## src/rtl/receptor_pkg.sv

```systemverilog
// Shared definitions for the serial frame receiver: FSM state encoding and default word width.
package receptor_pkg;

  localparam int unsigned LARGURA_PADRAO = 16;

  typedef enum logic [1:0] {
    OCIOSO   = 2'd0,
    DADOS    = 2'd1,
    PARIDADE = 2'd2,
    PARADA   = 2'd3
  } estado_t;

endpackage

```

## src/rtl/receptor_serial_16b_contador_bits.sv

```systemverilog
// Data-bit counter for the serial receiver: enable-gated, synchronously clearable,
// saturates at LARGURA-1 and flags that terminal count.
module contador_bits
  import receptor_pkg::*;
#(
  parameter int unsigned LARGURA = LARGURA_PADRAO
) (
  input  logic clk,
  input  logic rst_n,
  input  logic i_en,
  input  logic i_clr,
  output logic o_fim_c
);

  localparam int unsigned W = (LARGURA > 1) ? $clog2(LARGURA) : 1;

  logic [W-1:0] r_cnt;

  // Holds at the terminal count so it can never wrap inside a frame
  always_ff @(posedge clk or negedge rst_n) begin
    if (!rst_n) begin
      r_cnt <= '0;
    end else if (i_clr) begin
      r_cnt <= '0;
    end else if (i_en && !o_fim_c) begin
      r_cnt <= r_cnt + W'(1);
    end
  end

  assign o_fim_c = (r_cnt == W'(LARGURA - 1));

endmodule

```

## src/rtl/receptor_serial_16b.sv

```systemverilog
// Serial-to-parallel frame receiver: start bit, LARGURA data bits LSB first, optional parity,
// stop bit. Parity support is compiled in with RECEPTOR_SERIAL_PARIDADE_EN.
module receptor_serial_16b
  import receptor_pkg::*;
#(
  parameter int unsigned LARGURA        = LARGURA_PADRAO,
  parameter int unsigned PARIDADE_IMPAR = 0
) (
  input  logic               clk,
  input  logic               rst_n,
  input  logic               bit_en,
  input  logic               rx,
  output logic [LARGURA-1:0] d,
  output logic               l,
  output logic               erro,
  output logic               ocupado
);

  if (PARIDADE_IMPAR > 1) begin : g_paridade_invalida
    $error("PARIDADE_IMPAR must be 0 or 1");
  end

  estado_t            r_estado, w_estado_prox;
  logic [LARGURA-1:0] r_desloc, w_desloc_prox;
  logic [LARGURA-1:0] r_d, w_d_prox;
  logic               r_l, w_l_prox;
  logic               r_erro, w_erro_prox;
  logic               r_ocupado, w_ocupado_prox;
  logic               w_cnt_clr;
  logic               w_cnt_en;
  logic               w_fim;
  logic               w_quadro_ok;

  contador_bits #(
    .LARGURA (LARGURA)
  ) u_contador_bits (
    .clk     (clk),
    .rst_n   (rst_n),
    .i_en    (w_cnt_en),
    .i_clr   (w_cnt_clr),
    .o_fim_c (w_fim)
  );

`ifdef RECEPTOR_SERIAL_PARIDADE_EN
  logic r_par, w_par_prox;

  // Running XOR over data and parity bits must equal the configured sense
  assign w_quadro_ok = rx && (r_par == 1'(PARIDADE_IMPAR));
`else
  assign w_quadro_ok = rx;
`endif

  // Next-state, datapath and strobe decode; nothing moves without bit_en
  always_comb begin
    w_estado_prox = r_estado;
    w_desloc_prox = r_desloc;
    w_d_prox      = r_d;
    w_l_prox      = 1'b0;
    w_erro_prox   = 1'b0;
    w_cnt_clr     = 1'b0;
    w_cnt_en      = 1'b0;
`ifdef RECEPTOR_SERIAL_PARIDADE_EN
    w_par_prox    = r_par;
`endif
    if (bit_en) begin
      case (r_estado)
        OCIOSO: begin
          if (!rx) begin
            w_estado_prox = DADOS;
            w_cnt_clr     = 1'b1;
`ifdef RECEPTOR_SERIAL_PARIDADE_EN
            w_par_prox    = 1'b0;
`endif
          end
        end
        DADOS: begin
          w_desloc_prox = {rx, r_desloc[LARGURA-1:1]};
          w_cnt_en      = 1'b1;
`ifdef RECEPTOR_SERIAL_PARIDADE_EN
          w_par_prox    = r_par ^ rx;
          if (w_fim) w_estado_prox = PARIDADE;
`else
          if (w_fim) w_estado_prox = PARADA;
`endif
        end
`ifdef RECEPTOR_SERIAL_PARIDADE_EN
        PARIDADE: begin
          w_par_prox    = r_par ^ rx;
          w_estado_prox = PARADA;
        end
`endif
        PARADA: begin
          w_estado_prox = OCIOSO;
          if (w_quadro_ok) begin
            w_d_prox = r_desloc;
            w_l_prox = 1'b1;
          end else begin
            w_erro_prox = 1'b1;
          end
        end
        default: w_estado_prox = OCIOSO;
      endcase
    end
    w_ocupado_prox = (w_estado_prox != OCIOSO);
  end

  always_ff @(posedge clk or negedge rst_n) begin
    if (!rst_n) begin
      r_estado  <= OCIOSO;
      r_desloc  <= '0;
      r_d       <= '0;
      r_l       <= 1'b0;
      r_erro    <= 1'b0;
      r_ocupado <= 1'b0;
`ifdef RECEPTOR_SERIAL_PARIDADE_EN
      r_par     <= 1'b0;
`endif
    end else begin
      r_estado  <= w_estado_prox;
      r_desloc  <= w_desloc_prox;
      r_d       <= w_d_prox;
      r_l       <= w_l_prox;
      r_erro    <= w_erro_prox;
      r_ocupado <= w_ocupado_prox;
`ifdef RECEPTOR_SERIAL_PARIDADE_EN
      r_par     <= w_par_prox;
`endif
    end
  end

  assign d       = r_d;
  assign l       = r_l;
  assign erro    = r_erro;
  assign ocupado = r_ocupado;

endmodule

```

## config.mk

```make
export PLATFORM = sky130hd
export DESIGN_NAME = receptor_serial_16b
export DESIGN_NICKNAME = d
export VERILOG_FILES = /design/src/rtl/receptor_pkg.sv /design/src/rtl/receptor_serial_16b_contador_bits.sv /design/src/rtl/receptor_serial_16b.sv
export SDC_FILE = /design/constraint.sdc
export NUM_CORES = 1
export LEC_CHECK = 0
export ABC_CLOCK_PERIOD_IN_PS = 2900
export CELL_PAD_IN_SITES_DETAIL_PLACEMENT = 1
export CELL_PAD_IN_SITES_GLOBAL_PLACEMENT = 2
export CORE_MARGIN = 4
export CORE_UTILIZATION = 41
export CTS_CLUSTER_SIZE = 10
export DETAILED_ROUTE_END_ITERATION = 6
export MAX_ROUTING_LAYER = met4
export PLACE_DENSITY = 0.89
export SETUP_SLACK_MARGIN = 0.3
export SLEW_MARGIN = 20
export SYNTH_ARGS = -nofsm -noshare
export SYNTH_HDL_FRONTEND = slang
export SYNTH_SLANG_ARGS = --single-unit
```

## constraint.sdc

```tcl
create_clock -name clk -period 2.9 [get_ports clk]
set_clock_uncertainty 0.1 [all_clocks]
set_input_delay 0.58 -clock clk [delete_from_list [all_inputs] [get_ports clk]]
set_output_delay 0.58 -clock clk [all_outputs]
set_load 0.03 [all_outputs]
```

# Word level (Yosys, flattened, before mapping)
# Cells that the tools add are included.
totals:
  reg_bits: 41
  in_bits: 4
op_classes:
  addsub: 1
  eq_ne: 3
  mux: 16
  reduce_logical: 7
op_table:
  columns: ["operator", "n"]
  rows:
  - ["$mux 1", 10]
  - ["$mux 4", 2]
  - ["$mux 2", 3]
  - ["$add 4x1->4 const B", 1]
  - ["$eq 4x4->1 const B", 1]
  - ["$pmux 2 s2", 1]
  - ["$reduce_bool 2->1", 2]
  - ["$reduce_and 3->1", 1]
  - ["$eq 2x1->1 const B", 1]
  - ["$eq 2x2->1 const B", 1]
  - ["$logic_not 2->1", 1]
  - ["$reduce_and 2->1", 1]
  - ["$logic_and 1x1->1", 1]
  - ["$logic_not 1->1", 1]

# Logic depth before layout (Yosys ltp)
# Gate-level depths: netlist of the first run.
logic_depth:
  depth_word: 6
  mapped_depth: 4
  depth_no_buf: 4

# Hierarchy
# A second synthesis of the first run with hierarchy kept.
unflattened:
  cells_unflattened: 104
  area_unflattened_um2: 1671.6
modules_own_cells:
  columns: ["mod", "instances", "cells_per_inst", "area_each_um2"]
  rows:
  - ["receptor_serial_16b", 1, 84, 1442.6]
  - ["contador_bits", 1, 20, 229.0]

# Least setup slack after synthesis of the first run
# Ideal clock, no wire load.
synth_path:
  kind: "input -> register"
  start: "input port rx"
  end: "register u_contador_bits.r_cnt[2]"
  setup_time_ps: 135
  arrival_time_ps: 1253
  required_ps: 2665
  slack_ps: 1412
  cell_stages: 3
  path_cell_list: "or4b_1 -> o311ai_1 -> o31ai_1"
synth_via:
  elab_chain_cells: 4
  elab_cells_between_ends: 5
synth_rtl:
  columns: ["item", "line_no", "source"]
  rows:
  - ["from (decl)", "receptor_serial_16b.sv:12", "input logic rx,"]
  - ["$mux 1 (*)", "receptor_serial_16b.sv:68", "if (!rx) begin"]
  - ["$mux 1 (*)", "receptor_serial_16b.sv:66", "case (r_estado)"]
  - ["$mux 1 (*)", "receptor_serial_16b.sv:65", "if (bit_en) begin"]
  - ["$mux 4 or $reduce_bool 2->1 (tied branches)", null, null]
  - ["to (signal assigned)", "receptor_serial_16b_contador_bits.sv:26", "r_cnt <= r_cnt + W'(1);"]
  - ["to (decl)", "receptor_serial_16b_contador_bits.sv:17", "logic [W-1:0] r_cnt;"]
# Mark *: on every way between the ends. The rest lies on a longest branch, timed or not.
# A chain may end at the register's enable or synchronous reset.

# Final worst setup path of the first run
layout_path:
  start: "input port bit_en"
  end: "register u_contador_bits.r_cnt[0]"
layout_via:
  elab_chain_cells: 3
  elab_cells_between_ends: 5
layout_rtl:
  columns: ["item", "line_no", "source"]
  rows:
  - ["from (decl)", "receptor_serial_16b.sv:11", "input logic bit_en,"]
  - ["$mux 1", "receptor_serial_16b.sv:65", null]
  - ["$logic_and 1x1->1", "receptor_serial_16b_contador_bits.sv:25", "end else if (i_en && !o_fim_c) begin"]
  - ["$reduce_bool 2->1 (no source line)", null, null]
# Parallel ways exist; a longest one is shown, timed or not.

==> results of run 1 <==
-- stage by stage --
step	setup slack [ps]	power (mW)	hold WS, ps	area (µm²)	util, %
after floorplan	1410	1.44	184	1660	-
after global placement	650	1.69	393	1900	50.5
after detailed placement	560	1.73	392	1900	50.5
after CTS	850	2.21	334	2020	53.7
after global routing	786	2.31	377	2020	53.7
final	858	2.18	305	2020	53.7
-- worst max-delay path by stage --
stage / from / end / slack (ps) / depth (start not counted)
floorplan: rx / u_contador_bits.r_cnt[2] / 1410 / 3
global placement: bit_en / u_contador_bits.r_cnt[0] / 650 / 4
detailed placement: bit_en / u_contador_bits.r_cnt[0] / 560 / 4
CTS: d[15] / d[15] / 850 / 1
global route: bit_en / u_contador_bits.r_cnt[1] / 790 / 4
finish: bit_en / u_contador_bits.r_cnt[0] / 860 / 4
-- logic make-up (layout without fill, tap and decap cells) --
kind of cell | count (synthesis) | in the layout | synth area share (%)
AO/OA/AOI/OAI | 8 | 8 | 3.02
adder cells (fa/ha/maj) | 1 | 1 | 0.756
buffers and inverters | 6 | 33 | 2.27
flip-flops | 41 | 41 | 62.0
multiplexers | 33 | 33 | 24.4
AND/OR/NAND/NOR | 16 | 16 | 7.56
-- registers in the layout, indices dropped and copies added, names as in the netlist --
signal,count
erro,1
u_contador_bits.r_cnt,4
l,1
d,16
r_estado,2
r_desloc,16
ocupado,1
-- worst max-delay path, stage by stage --
cell and delay, ps:
clkdlybuf4s50_1 640, nand3b_4 320, or3_1 440, a21oi_1 160
-- power by group --
part / switching (mW) / total, mW / internal, mW
Combinational: 0.346 / 0.741 / 0.394
Sequential: 0.170 / 0.973 / 0.802
Clock: 0.189 / 0.469 / 0.280
-- layer usage --
layer	vias up	share of wire (%)
met4	0	0.36
met5	-	0
met3	2	3.4
met1	462	47
li1	425	-
met2	16	49
-- layout make-up --
class	instances	area [µm²]
fillers	346	1750
flip-flops and latches	41	1030
multi-input cells	58	592
repair buffers	22	215
clock buffers	6	82.6
well taps	48	60.1
clock inverters	2	37.5
inverters	3	11.3
-- placed cells by master (no fill, tap or decap), types with 3 or more instances in the layout --
cell type / instances
dfrtp_1: 41
mux2_4: 9
mux2_2: 23
clkbuf_8: 6
clkdlybuf4s50_1: 21
inv_1: 3
==> summary.txt, run 1 <==
Detailed routing
  – Detailed Route WL: 2770 µm
  – WL/cell: 15.4 µm
  – Drt via density: 5.03
  – 1st-pass router iterations: 3
  – DRC: 0
  – DRT antenna net count: 0
  – Routed via count: 905
  – Iter 0 DRT Violations: 29

Global route
  – Most used routing layer: met2
  – Antenna violations before repair: 0
  – GR met1 Demand/Resource: 15.7%
  – Grt met3 use: 3.79%
  – Number of global-route vias before repair: 987
  – GRT Residual Overflow: 0
  – Largest net degree at the start of global routing: 42
  – GRT Resource Usage Total: 12.3%
  – M2 GR Usage: 19.1%
  – First-pass GRT wire length: 4830 µm

Floorplan
  – Full die area: 5120 µm²
  – Core footprint: 3770 µm²
  – Vert. Die Dim: 71.5 µm
  – IO Pins: 23
  – Row count: 22
  – Die width: 71.5 µm
  – Initial core utilization: 43.9%

Placement
  – DP Cell Count: 172
  – Gp weighted congestion: 0.795
  – DPL Wire Length: 1860 µm
  – Port bufs: 22

STA
  – Final worst-path cycle share: 70.4%
  – RSZ-0062 raised after global routing: false
  – Setup TNS: 0 ps
  – Final Hold Viols: 0
  – Final setup violation count: 0
  – Headroom to the max-slew limit: 42.1%
  – Tmin final: 2040 ps
  – Worst-margin pin slew: 868 ps
  – Fmax: 490 MHz
  – Final slew viol count: 0

Final layout
  – Layout cells sized above 1: 32.6%
  – Non-Filler Instances: 180
  – Nets: 136
  – N_diodes: 0
  – Syn-to-layout area delta: 22.3%

Clock tree
  – CTS tree: done
  – Clock Sinks: 41
  – PostCTS Resize Cnt: 0
  – Clk root buf: clkbuf_8
  – Hold-fix buffers, CTS: 0
  – Post CTS Setup Buffer Count: 0
  – H-tree depth: 2
  – CTS clk-pin slew, worst paths: 80 ps
  – CTS buffer count: 5
  – Clock buffer depth: 2
  – Skew-Pair Late Insertion Delay: 280 ps

Logic synthesis
  – Top post-synthesis cells by count: dfrtp_1, mux2_2, mux2_4, inv_1
  – Main flop type after synthesis: dfrtp_1
  – Net Count, Synth: 110
  – Top-count cell post-synth: dfrtp_1
  – Flops & latches, synth: 41
  – Post-Syn Instances: 105
  – EDFF count, synth: 0
  – Unique masters post-synth: 27
  – Mapped Area: 1660 µm²
  – Leading area contributor after synthesis: dfrtp_1
  – Syn_area_per_cell: 15.8 µm²
  – Top-area cell type share of the netlist area: 62.0%
  – Synthesis Warnings: 0
  – Most area-consuming cells after synthesis: dfrtp_1, mux2_2, mux2_4
  – Post-synthesis sequential area ratio: 62.0%
  – Post-synth ARST share: 100%

Critical path
  – Required time worst endpoint: 3010 ps
  – Worst setup SP type: input pin
  – Crit Path Max Fanout: 24
  – Worst reg2reg path startpoint: r_estado[1]
  – Critical Path Sink Type: register
  – R2R Setup Slk: 1270 ps
  – Crit path DAT: 2150 ps
  – Cells on worst reg2reg path: 3
  – Worst R2R End: u_contador_bits.r_cnt[0]
  – Crit Path Class: in -> reg

Power
  – VDD IR max: 0.469 mV
  – Pwr Density: 1080 nW/µm²
  – Leakage power: 0.924 nW

Hold path
  – Hold Path Class: in -> async

Flow run
  – MaxCap Viol Count: 0

Outcome
  – Status: finished, final reports clean
Power figures use the tool's default switching activity.
==> inputs of run 2 (changes only) <==
--- a/config.mk
+++ b/config.mk
@@ -5,15 +5,15 @@
 export SDC_FILE = /design/constraint.sdc
 export NUM_CORES = 1
 export LEC_CHECK = 0
-export ABC_CLOCK_PERIOD_IN_PS = 2900
+export ABC_CLOCK_PERIOD_IN_PS = 1700
 export CELL_PAD_IN_SITES_DETAIL_PLACEMENT = 1
 export CELL_PAD_IN_SITES_GLOBAL_PLACEMENT = 2
 export CORE_MARGIN = 4
-export CORE_UTILIZATION = 41
+export CORE_UTILIZATION = 34
 export CTS_CLUSTER_SIZE = 10
 export DETAILED_ROUTE_END_ITERATION = 6
 export MAX_ROUTING_LAYER = met4
-export PLACE_DENSITY = 0.89
+export PLACE_DENSITY = 0.8
 export SETUP_SLACK_MARGIN = 0.3
 export SLEW_MARGIN = 20
 export SYNTH_ARGS = -nofsm -noshare
==> constraint.sdc (replaced) <==
create_clock -name clk -period 1.7 [get_ports clk]
set_clock_uncertainty 0.1 [all_clocks]
set_input_delay 0.34 -clock clk [delete_from_list [all_inputs] [get_ports clk]]
set_output_delay 0.34 -clock clk [all_outputs]
set_load 0.03 [all_outputs]
==> run 2 against run 1 <==
Effect of this change: power is 69% higher; via count is 10% higher; die area is 18% higher; critical path depth stayed put; register-to-register slack worse by 1000 ps; clock power is 43% higher.
==> summary.txt, run 2 (synthesized netlist as in run 1, its figures left out) <==
Floorplan
  – Initial core utilization: 35.0% (-8.8 points)
  – Vert. Die Dim: 77.8 µm (+8.7%)
  – IO Pins: 23 (unchanged)
  – Core footprint: 4720 µm² (+25%)
  – Row count: 25 (+14%)
  – Full die area: 6050 µm² (+18%)
  – Die width: 77.8 µm (+8.7%)

Clock tree
  – CTS tree: done
  – Clock buffer depth: 2 (unchanged)
  – Skew-Pair Late Insertion Delay: 290 ps (about the same)
  – H-tree depth: 2 (unchanged)
  – Clock Sinks: 41 (unchanged)
  – CTS clk-pin slew, worst paths: 80 ps (about the same)
  – CTS buffer count: 5 (unchanged)
  – Clk root buf: clkbuf_8

STA
  – Fmax: 688 MHz
  – Final worst-path cycle share: 85.4%
  – Final slew viol count: 0 (unchanged)
  – Final Hold Viols: 0 (unchanged)
  – Hold slack: 397 ps (+91.7 ps)
  – RSZ-0062 raised after global routing: true
  – Worst-margin pin slew: 425 ps (-443 ps)
  – Tmin final: 1450 ps
  – Final setup violation count: 0 (unchanged)
  – Headroom to the max-slew limit: 71.6% (+29 points)

Detailed routing
  – Iter 0 DRT Violations: 38 (+31%)
  – DRT antenna net count: 0 (unchanged)
  – Detailed Route WL: 3390 µm (+22%)
  – 1st-pass router iterations: 4 (+1)
  – Routed via count: 998 (+10%)
  – Drt via density: 4.58 (-8.9%)
  – WL/cell: 15.5 µm (+1.1%)
  – DRC: 0 (unchanged)

Final layout
  – Area occupied by multi-input gates: 633 µm² (+7.0%)
  – Most frequent cells in the layout: dfrtp_1, mux2_2, buf_2, buf_4, mux2_4
  – Storage element area: 1030 µm² (+0.24%)
  – Syn-to-layout area delta: 31.4%
  – Nets: 155 (+14%)
  – Number of fill cells: 489 (+41%)
  – Finished Cell Area: 2170 µm² (+7.4%)
  – Most common cell after layout, fill and taps aside: dfrtp_1
  – N_diodes: 0 (unchanged)
  – Layout cells sized above 1: 59.6% (+27 points)

Global route
  – GRT Residual Overflow: 0 (unchanged)
  – Number of global-route vias before repair: 1096 (+11%)
  – First-pass GRT wire length: 5780 µm (+20%)
  – Largest net degree at the start of global routing: 18 (-57%)
  – GRT Resource Usage Total: 12.7% (+0.37 points)
  – Antenna violations before repair: 0 (unchanged)

Critical path
  – Worst reg2reg path startpoint: u_contador_bits.r_cnt[0]
  – Worst R2R End: u_contador_bits.r_cnt[1]
  – Critical Path Sink Type: register
  – Crit Path Max Fanout: 5 (-79%)
  – Cells on worst reg2reg path: 4 (+1)
  – Required time worst endpoint: 1810 ps (-1200 ps)
  – R2R Setup Slk: 250 ps (-1020 ps)
  – Crit path DAT: 1570 ps (-580 ps)
  – Crit Path Class: reg -> reg
  – Worst setup SP type: register

Placement
  – Dpl cell area: 2030 µm² (+6.6%)
  – DPL Wire Length: 2220 µm (+20%)
  – Gp weighted congestion: 0.802 (+0.93%)
  – Port bufs: 22 (unchanged)

Power
  – Pwr Density: 1690 nW/µm² (+57%)
  – Leakage power: 1.07 nW (+16%)
  – VDD IR max: 0.719 mV (+53%)
  – Overall power: 3.68 mW (+69%)

Hold path
  – Hold Path Class: in -> async

Flow run
  – MaxCap Viol Count: 0 (unchanged)

Outcome
  – Status: finished, final reports clean
## run 2: how the worst max path moves through the flow
stage	start	depth (start not counted)	to	slack (ps)
after floorplan	u_contador_bits.r_cnt[0]	4	u_contador_bits.r_cnt[1]	310
after global placement	bit_en	5	r_desloc[15]	-100
after detailed placement	rx	4	u_contador_bits.r_cnt[2]	-160
after CTS	u_contador_bits.r_cnt[0]	4	u_contador_bits.r_cnt[1]	230
after global routing	u_contador_bits.r_cnt[0]	4	u_contador_bits.r_cnt[1]	220
final	u_contador_bits.r_cnt[0]	4	u_contador_bits.r_cnt[1]	250
## run 2: timing repair
| item | in CTS | in global routing |
|---|---|---|
| gates cloned | 1 | 0 |
| resized for setup | 99 | 8 |
| hold buffers | 1 | 0 |
| endpoints found under the setup margin | 56 | 25 |
| hold endpoints to repair | 15 | 0 |
| pin swaps | 5 | 3 |
| setup buffers | 5 | 3 |
## run 2: worst max-delay path, stage by stage (launching register included)
cell and delay (ps):
dfrtp_1 400, ha_2 200, and3_4 190, or3b_1 360, a21oi_2 130
## run 2: routing by layer
metal / GRT usage, % / wire length (µm) / vias to the layer above
met2: 19.0 / 1660 / 23
met5: - / 0 / -
met4: 3.74 / 34 / 0
met3: 4.64 / 168 / 2
li1: - / - / 467
met1: 16.1 / 1530 / 506
## run 2: where the power goes
part / total [mW] / leakage, nW / internal, mW / switching (mW)
Clock: 0.669 / 0.0512 / 0.329 / 0.339
Sequential: 1.66 / 0.516 / 1.37 / 0.293
Combinational: 1.35 / 0.502 / 0.687 / 0.661
Total: 3.68 / 1.07 / 2.39 / 1.29
## run 2: final cells by class
cell class                 instances  area share (%)
tap                               67            3.85
timing repair buffer              41            14.8
clock inverter                     2           0.633
sequential                        41            47.3
clock buffer                       6            3.80
multi-input combinational         58            29.1
inverter                           3           0.518
## run 2: per-stage QoR
| step | setup slack (ps) | utilization, % | TNS, ps | std cells |
|---|---|---|---|---|
| floorplan | 306 | - | 0 | 105 |
| global placement | -102 | 43.0 | -3360 | 200 |
| detailed placement | -163 | 43.0 | -4110 | 200 |
| CTS | 230 | 45.6 | 0 | 215 |
| global route | 216 | 46.0 | 0 | 218 |
| finish | 247 | 46.0 | 0 | 218 |
